===== src/rtl/mm_fill_responder_pkg.sv =====
// Shared widths, one-hot state encoding and index-width helper for the
// main-memory line-fill responder.
package mm_fill_responder_pkg;

  localparam int DEF_ADDR_W     = 4;
  localparam int DEF_WORD_W     = 8;
  localparam int DEF_LINE_WORDS = 4;
  localparam int DEF_LATENCY    = 3;

  typedef enum logic [3:0] {
    S_IDLE  = 4'b0001,
    S_WAIT  = 4'b0010,
    S_BURST = 4'b0100,
    S_DONE  = 4'b1000
  } state_t;

  // Word-index width within a line; LINE_WORDS is a power of two >= 2.
  function automatic int idx_width(input int words);
    return $clog2(words);
  endfunction

  localparam int DEF_IDX_W = idx_width(DEF_LINE_WORDS);

endpackage


===== src/rtl/mm_array.sv =====
// Backing store: one synchronous write port and one synchronous read port.
// A read and write of the same word on one edge returns the old contents.
module mm_array #(
  parameter int AW = 6,
  parameter int DW = 8
) (
  input  logic          i_clk,
  input  logic          i_rst,
  input  logic          i_wr_en,
  input  logic [AW-1:0] i_wr_addr,
  input  logic [DW-1:0] i_wr_data,
  input  logic          i_rd_en,
  input  logic [AW-1:0] i_rd_addr,
  output logic [DW-1:0] o_rd_data
);

  logic [DW-1:0] r_mem [0:(1<<AW)-1];
  logic [DW-1:0] r_rd_data;

  // Storage write; contents are deliberately not reset.
  always_ff @(posedge i_clk) begin
    if (i_wr_en) begin
      r_mem[i_wr_addr] <= i_wr_data;
    end
  end

  // Registered read port; holds its last word when not enabled.
  always_ff @(posedge i_clk or posedge i_rst) begin
    if (i_rst) begin
      r_rd_data <= {DW{1'b0}};
    end else if (i_rd_en) begin
      r_rd_data <= r_mem[i_rd_addr];
    end
  end

  assign o_rd_data = r_rd_data;

endmodule


===== src/rtl/mm_fill_responder.sv =====
// Main-memory responder: fixed latency, one-line burst (one word per cycle),
// then a one-cycle we strobe that releases the cache controller.
module mm_fill_responder
  import mm_fill_responder_pkg::*;
#(
  parameter  int ADDR_W     = DEF_ADDR_W,
  parameter  int WORD_W     = DEF_WORD_W,
  parameter  int LINE_WORDS = DEF_LINE_WORDS,
  parameter  int LATENCY    = DEF_LATENCY,
  localparam int IDX_W      = idx_width(LINE_WORDS)
) (
  input  logic                    i_clk,
  input  logic                    i_rst,
  input  logic                    i_req,
  input  logic [ADDR_W-1:0]       i_req_addr,
  output logic                    o_busy,
  output logic                    o_fill_valid,
  output logic [IDX_W-1:0]        o_fill_idx,
  output logic [WORD_W-1:0]       o_fill_data,
  output logic                    o_we,
  input  logic                    i_wr_en,
  input  logic [ADDR_W+IDX_W-1:0] i_wr_addr,
  input  logic [WORD_W-1:0]       i_wr_data,
  output logic [3:0]              o_state
);

  localparam int                CNT_W    = (LATENCY > 1) ? $clog2(LATENCY) : 1;
  localparam logic [IDX_W-1:0]  IDX_LAST = IDX_W'(LINE_WORDS - 1);
  localparam logic [CNT_W-1:0]  CNT_LOAD = CNT_W'(LATENCY - 1);

  state_t              r_state, w_state_nxt;
  logic [ADDR_W-1:0]   r_line, w_line_nxt;
  logic [CNT_W-1:0]    r_cnt, w_cnt_nxt;
  logic [IDX_W-1:0]    r_idx, w_idx_nxt;
  logic                r_issued, w_issued_nxt;

  logic                r_busy, r_fill_valid, r_we;
  logic [IDX_W-1:0]    r_fill_idx;
  logic                w_valid_nxt, w_we_nxt, w_rd_en;
  logic [IDX_W-1:0]    w_fill_idx_nxt;
  logic [WORD_W-1:0]   w_rd_data;

  // State, latched line address and the latency / word counters.
  always_ff @(posedge i_clk or posedge i_rst) begin
    if (i_rst) begin
      r_state  <= S_IDLE;
      r_line   <= {ADDR_W{1'b0}};
      r_cnt    <= {CNT_W{1'b0}};
      r_idx    <= {IDX_W{1'b0}};
      r_issued <= 1'b0;
    end else begin
      r_state  <= w_state_nxt;
      r_line   <= w_line_nxt;
      r_cnt    <= w_cnt_nxt;
      r_idx    <= w_idx_nxt;
      r_issued <= w_issued_nxt;
    end
  end

  // Next-state and next-output decode. The first BURST cycle only launches
  // the read; r_issued marks that the last word has left for the outputs.
  always_comb begin
    w_state_nxt    = r_state;
    w_line_nxt     = r_line;
    w_cnt_nxt      = r_cnt;
    w_idx_nxt      = r_idx;
    w_issued_nxt   = r_issued;
    w_valid_nxt    = 1'b0;
    w_fill_idx_nxt = {IDX_W{1'b0}};
    w_we_nxt       = 1'b0;
    w_rd_en        = 1'b0;
    case (r_state)
      S_IDLE: begin
        if (i_req) begin
          w_line_nxt  = i_req_addr;
          w_cnt_nxt   = CNT_LOAD;
          w_state_nxt = S_WAIT;
        end else begin
          w_state_nxt = S_IDLE;
        end
      end
      S_WAIT: begin
        if (r_cnt == {CNT_W{1'b0}}) begin
          w_idx_nxt    = {IDX_W{1'b0}};
          w_issued_nxt = 1'b0;
          w_state_nxt  = S_BURST;
        end else begin
          w_cnt_nxt = r_cnt - CNT_W'(1);
        end
      end
      S_BURST: begin
        if (r_issued) begin
          w_we_nxt    = 1'b1;
          w_state_nxt = S_DONE;
        end else begin
          w_rd_en        = 1'b1;
          w_valid_nxt    = 1'b1;
          w_fill_idx_nxt = r_idx;
          if (r_idx == IDX_LAST) begin
            w_idx_nxt    = {IDX_W{1'b0}};
            w_issued_nxt = 1'b1;
          end else begin
            w_idx_nxt = r_idx + IDX_W'(1);
          end
        end
      end
      S_DONE: begin
        w_state_nxt = S_IDLE;
      end
      default: begin
        w_state_nxt = S_IDLE;
      end
    endcase
  end

  // Output registers, loaded from the decoded next values.
  always_ff @(posedge i_clk or posedge i_rst) begin
    if (i_rst) begin
      r_busy       <= 1'b0;
      r_fill_valid <= 1'b0;
      r_fill_idx   <= {IDX_W{1'b0}};
      r_we         <= 1'b0;
    end else begin
      r_busy       <= (w_state_nxt != S_IDLE);
      r_fill_valid <= w_valid_nxt;
      r_fill_idx   <= w_fill_idx_nxt;
      r_we         <= w_we_nxt;
    end
  end

  mm_array #(
    .AW (ADDR_W + IDX_W),
    .DW (WORD_W)
  ) u_array (
    .i_clk     (i_clk),
    .i_rst     (i_rst),
    .i_wr_en   (i_wr_en),
    .i_wr_addr (i_wr_addr),
    .i_wr_data (i_wr_data),
    .i_rd_en   (w_rd_en),
    .i_rd_addr ({r_line, r_idx}),
    .o_rd_data (w_rd_data)
  );

  assign o_busy       = r_busy;
  assign o_fill_valid = r_fill_valid;
  assign o_fill_idx   = r_fill_idx;
  assign o_fill_data  = w_rd_data;
  assign o_we         = r_we;
  assign o_state      = r_state;

endmodule


===== config.mk =====
export PLATFORM = sky130hd
export DESIGN_NAME = mm_fill_responder
export DESIGN_NICKNAME = d
export VERILOG_FILES = /design/src/rtl/mm_fill_responder_pkg.sv /design/src/rtl/mm_array.sv /design/src/rtl/mm_fill_responder.sv
export SDC_FILE = /design/constraint.sdc
export NUM_CORES = 1
export LEC_CHECK = 0
export ABC_AREA = 1
export CELL_PAD_IN_SITES_DETAIL_PLACEMENT = 1
export CELL_PAD_IN_SITES_GLOBAL_PLACEMENT = 1
export CORE_UTILIZATION = 40
export CTS_BUF_LIST = sky130_fd_sc_hd__clkbuf_16
export DETAILED_ROUTE_END_ITERATION = 8
export PLACE_DENSITY = 0.7
export SLEW_MARGIN = 10
export SYNTH_ARGS = -nofsm -noshare
export SYNTH_HDL_FRONTEND = slang
export SYNTH_SLANG_ARGS = --single-unit

===== constraint.sdc =====
create_clock -name i_clk -period 1.5 [get_ports i_clk]
set_input_delay 0.15 -clock i_clk [delete_from_list [all_inputs] [get_ports i_clk]]
set_output_delay 0.15 -clock i_clk [all_outputs]
set_load 0.05 [all_outputs]

==> impl_metrics.toml <==
[floorplanning]
core-area_um2 = 54100
start_util = 0.407
rows = 85
die_x_um = 237
die_y_um = 237
num_io_pins = 39
die-area_um2 = 56000

[setup_path]
critPathRequiredTime_ns = 2.08
ff2ff_setup_slack_ns = -0.52
cp_num_buf_inv = 2
crit_family = "simple AND/OR/NAND/NOR gates"
crit_slowest_cell = "dfrtp_4"
endpoint_kind = "register"
crit_path_frequent_cell = "nand2_1"
crit_path_max_fanout = 43
cp-start-kind = "register"
worst_ep_arrival_time_ns = 2.60
crit_chain = "buf_12 -> buf_12 -> nand2_1 -> nand3_1 -> nand3_1 -> nand3_2 -> nand2_2 -> nand2_1 -> nand3_2 -> nand2_1 -> nand2_1 -> nand2_1"
cpPeakStageDelay_ns = 0.47
worstSetupPathType = "register to register"

[cts]
clock_sinks = 538
cts_tree = "built"
numCtsBuffers = 57
clk_path_buf_depth = 3
h-tree-depth = 2
cts-root-buf = "clkbuf_16"
path_clk_slew_ns = 0.06
insertion_delay_ns = 0.64

[timing]
fin_skew_ns = 0.0249
worst_pin_slew_ns = 0.623
slew_viol_final = 0
fin_ws_ns = -0.521
max-slew-margin-rel = 0.582
setup_viol = 12
fin_crit_ns = 2.02
max_freq_ghz = 0.495
hold_viol = 0
period_share = 1.35
rsz0062_at_grt = "true"

[placement]
dpl.hpwl_um = 42700
placed_area_um2 = 24900
gp_congestion = 0.861
port_buffers = 38
placed_cells = 2680
place_ws_ns = -0.616

[detailed_routing]
drt_iter0_drc = 1468
first_pass_iters = 5
drc_errors = 0
vias_per_cell = 5.73
drt-total-wl_um = 75900
vias = 16180
wire_per_inst_um = 26.9
ant_nets = 0

[finish]
stdcell_count = 2825
fin_nets = 2109
layout_commonest_cell = "nand2_1"
final_area_um2 = 29200
antenna_cells = 0
layout-drive-gt1-share = 0.332
area.growth.synth_to_final_pct = 32.6
final_cell_mix = "518 x nand2_1, 512 x edfxtp_1, 257 x nand3_1"

[grt]
overflow = 0
antenna_found_initial = 0
grt_pass1_wl_um = 108000
grt_pass1_vias = 17041
track_usage = 0.262
grt_max_degree = 65

[min_path]
hold_class = "input pin to register"

[synth]
ys_ff_latch = 538
synth.distinct_cells = 25
async_flop_share = 0.0483
ys_warn_count = 0
syn-instance-count = 1865
netlist_area_um2 = 22000
avgSynthCellArea_um2 = 11.8
yosysSeqAreaShare = 0.728
ys.flop_type = "edfxtp_1"
synth_edf_count = 512
synth_nets = 1889

[power]
vdd_ir_drop_max_mv = 0.986
power.density_nw_per_um2 = 1750
power_leakage_nw = 10.8

[status]
failed_checks = "setup timing"
outcome = "finished with violations"

[run]
drv_cap = 0
## repair_timing
| item | CTS | global route |
|---|---|---|
| buffers inserted | 11 | 5 |
| cloned | 17 | 10 |
| pin swaps | 24 | 109 |
| hold buffers | 3 | 0 |
| endpoints found under the hold margin | 28 | 0 |
| resized for setup | 153 | 250 |
| endpoints found under the setup margin | 17 | 18 |
## where the power goes
part	leakage, nW	internal, mW	switching [mW]
Combinational	4.98	7.82	12.4
Sequential	4.93	16.8	0.302
Clock	0.914	7.79	5.93
Total	10.8	32.4	18.7
## synth_stat cells (all sizes together) (2+ instances only)
library cell	number	area, um^2
nor2	68	255
ha	2	25.0
nor3	2	10.0
clkbuf	14	52.6
o21ai	7	35.0
nand3	472	2360
edfxtp	512	15400
nand2	613	2300
buf	102	707
a21oi	4	20.0
clkinv	2	7.51
dfrtp	25	626
nor4	8	50.1
inv	19	73.8
nand4	11	75.1
## cell type report
class,count,area (um^2)
fill,5323,24900
tap,696,871
inverter,21,119
clock buffer,58,1450
multi-input combinational,1190,6800
timing repair inverter,1,30.0
sequential,538,16000
clock inverter,45,328
timing repair buffer,276,3560
## metal layers
layer | global-route usage | wire [um] | vias up
met3 | 0.0368 | 4490 | 190
li1 | - | - | 7040
met2 | 0.454 | 38300 | 604
met4 | 0.113 | 3220 | 0
met5 | 0 | 0 | -
met1 | 0.327 | 29900 | 8346
## cell families (layout without fill, tap and decap cells)
family | Yosys count | in the layout | share of synthesized area
AND/OR/NAND/NOR | 1175 | 1175 | 0.230
buffers and inverters | 137 | 401 | 0.0382
flip-flops | 538 | 538 | 0.728
AO/OA/AOI/OAI | 13 | 13 | 0.00324
adder cells (fa/ha/maj) | 2 | 2 | 0.00114
## state kept, by name (all words and copies together), names as in the netlist, 2 cells and up
name               count
o_fill_idx             2
o_state                4
r_cnt                  2
r_idx                  2
r_line                 4
u_array.o_rd_data      8
u_array.r_mem        512
## final timing paths
| check | from | cells after the start | to |
|---|---|---|---|
| setup / recovery | r_idx[0] | 12 | u_array.o_rd_data[7] |
| hold / removal | i_wr_data[7] | 2 | u_array.r_mem[37][7] |
| setup reg to reg | r_idx[0] | 12 | u_array.o_rd_data[7] |
| hold reg to reg | u_array.o_rd_data[6] | 2 | u_array.o_rd_data[6] |
| max in group asynchronous | i_rst | 4 | o_state[0] |
| min in group asynchronous | i_rst | 3 | r_cnt[0] |
## per-stage QoR
step           hold slack [ns]  power, mW  setup TNS [ns]  utilization
2_1_floorplan            0.189       25.5          -31.86            -
3_3_place_gp             0.402       30.5         -184.73        0.460
3_5_place_dp             0.406       30.9         -200.57        0.460
4_1_cts                 0.0207       48.2           -3.70        0.516
5_1_grt                 0.0197       52.7           -4.76        0.539
6_report               0.00582       51.1           -4.13        0.539
## worst register-to-register path, stage by stage (launching register included)
cell and delay (ns):
dfrtp_4 0.47, buf_12 0.22, buf_12 0.25, nand2_1 0.13, nand3_1 0.14, nand3_1 0.18
nand3_2 0.15, nand2_2 0.07, nand2_1 0.08, nand3_2 0.10, nand2_1 0.08, nand2_1 0.05
nand2_1 0.06
No activity file was read; power rests on OpenSTA's default activity.
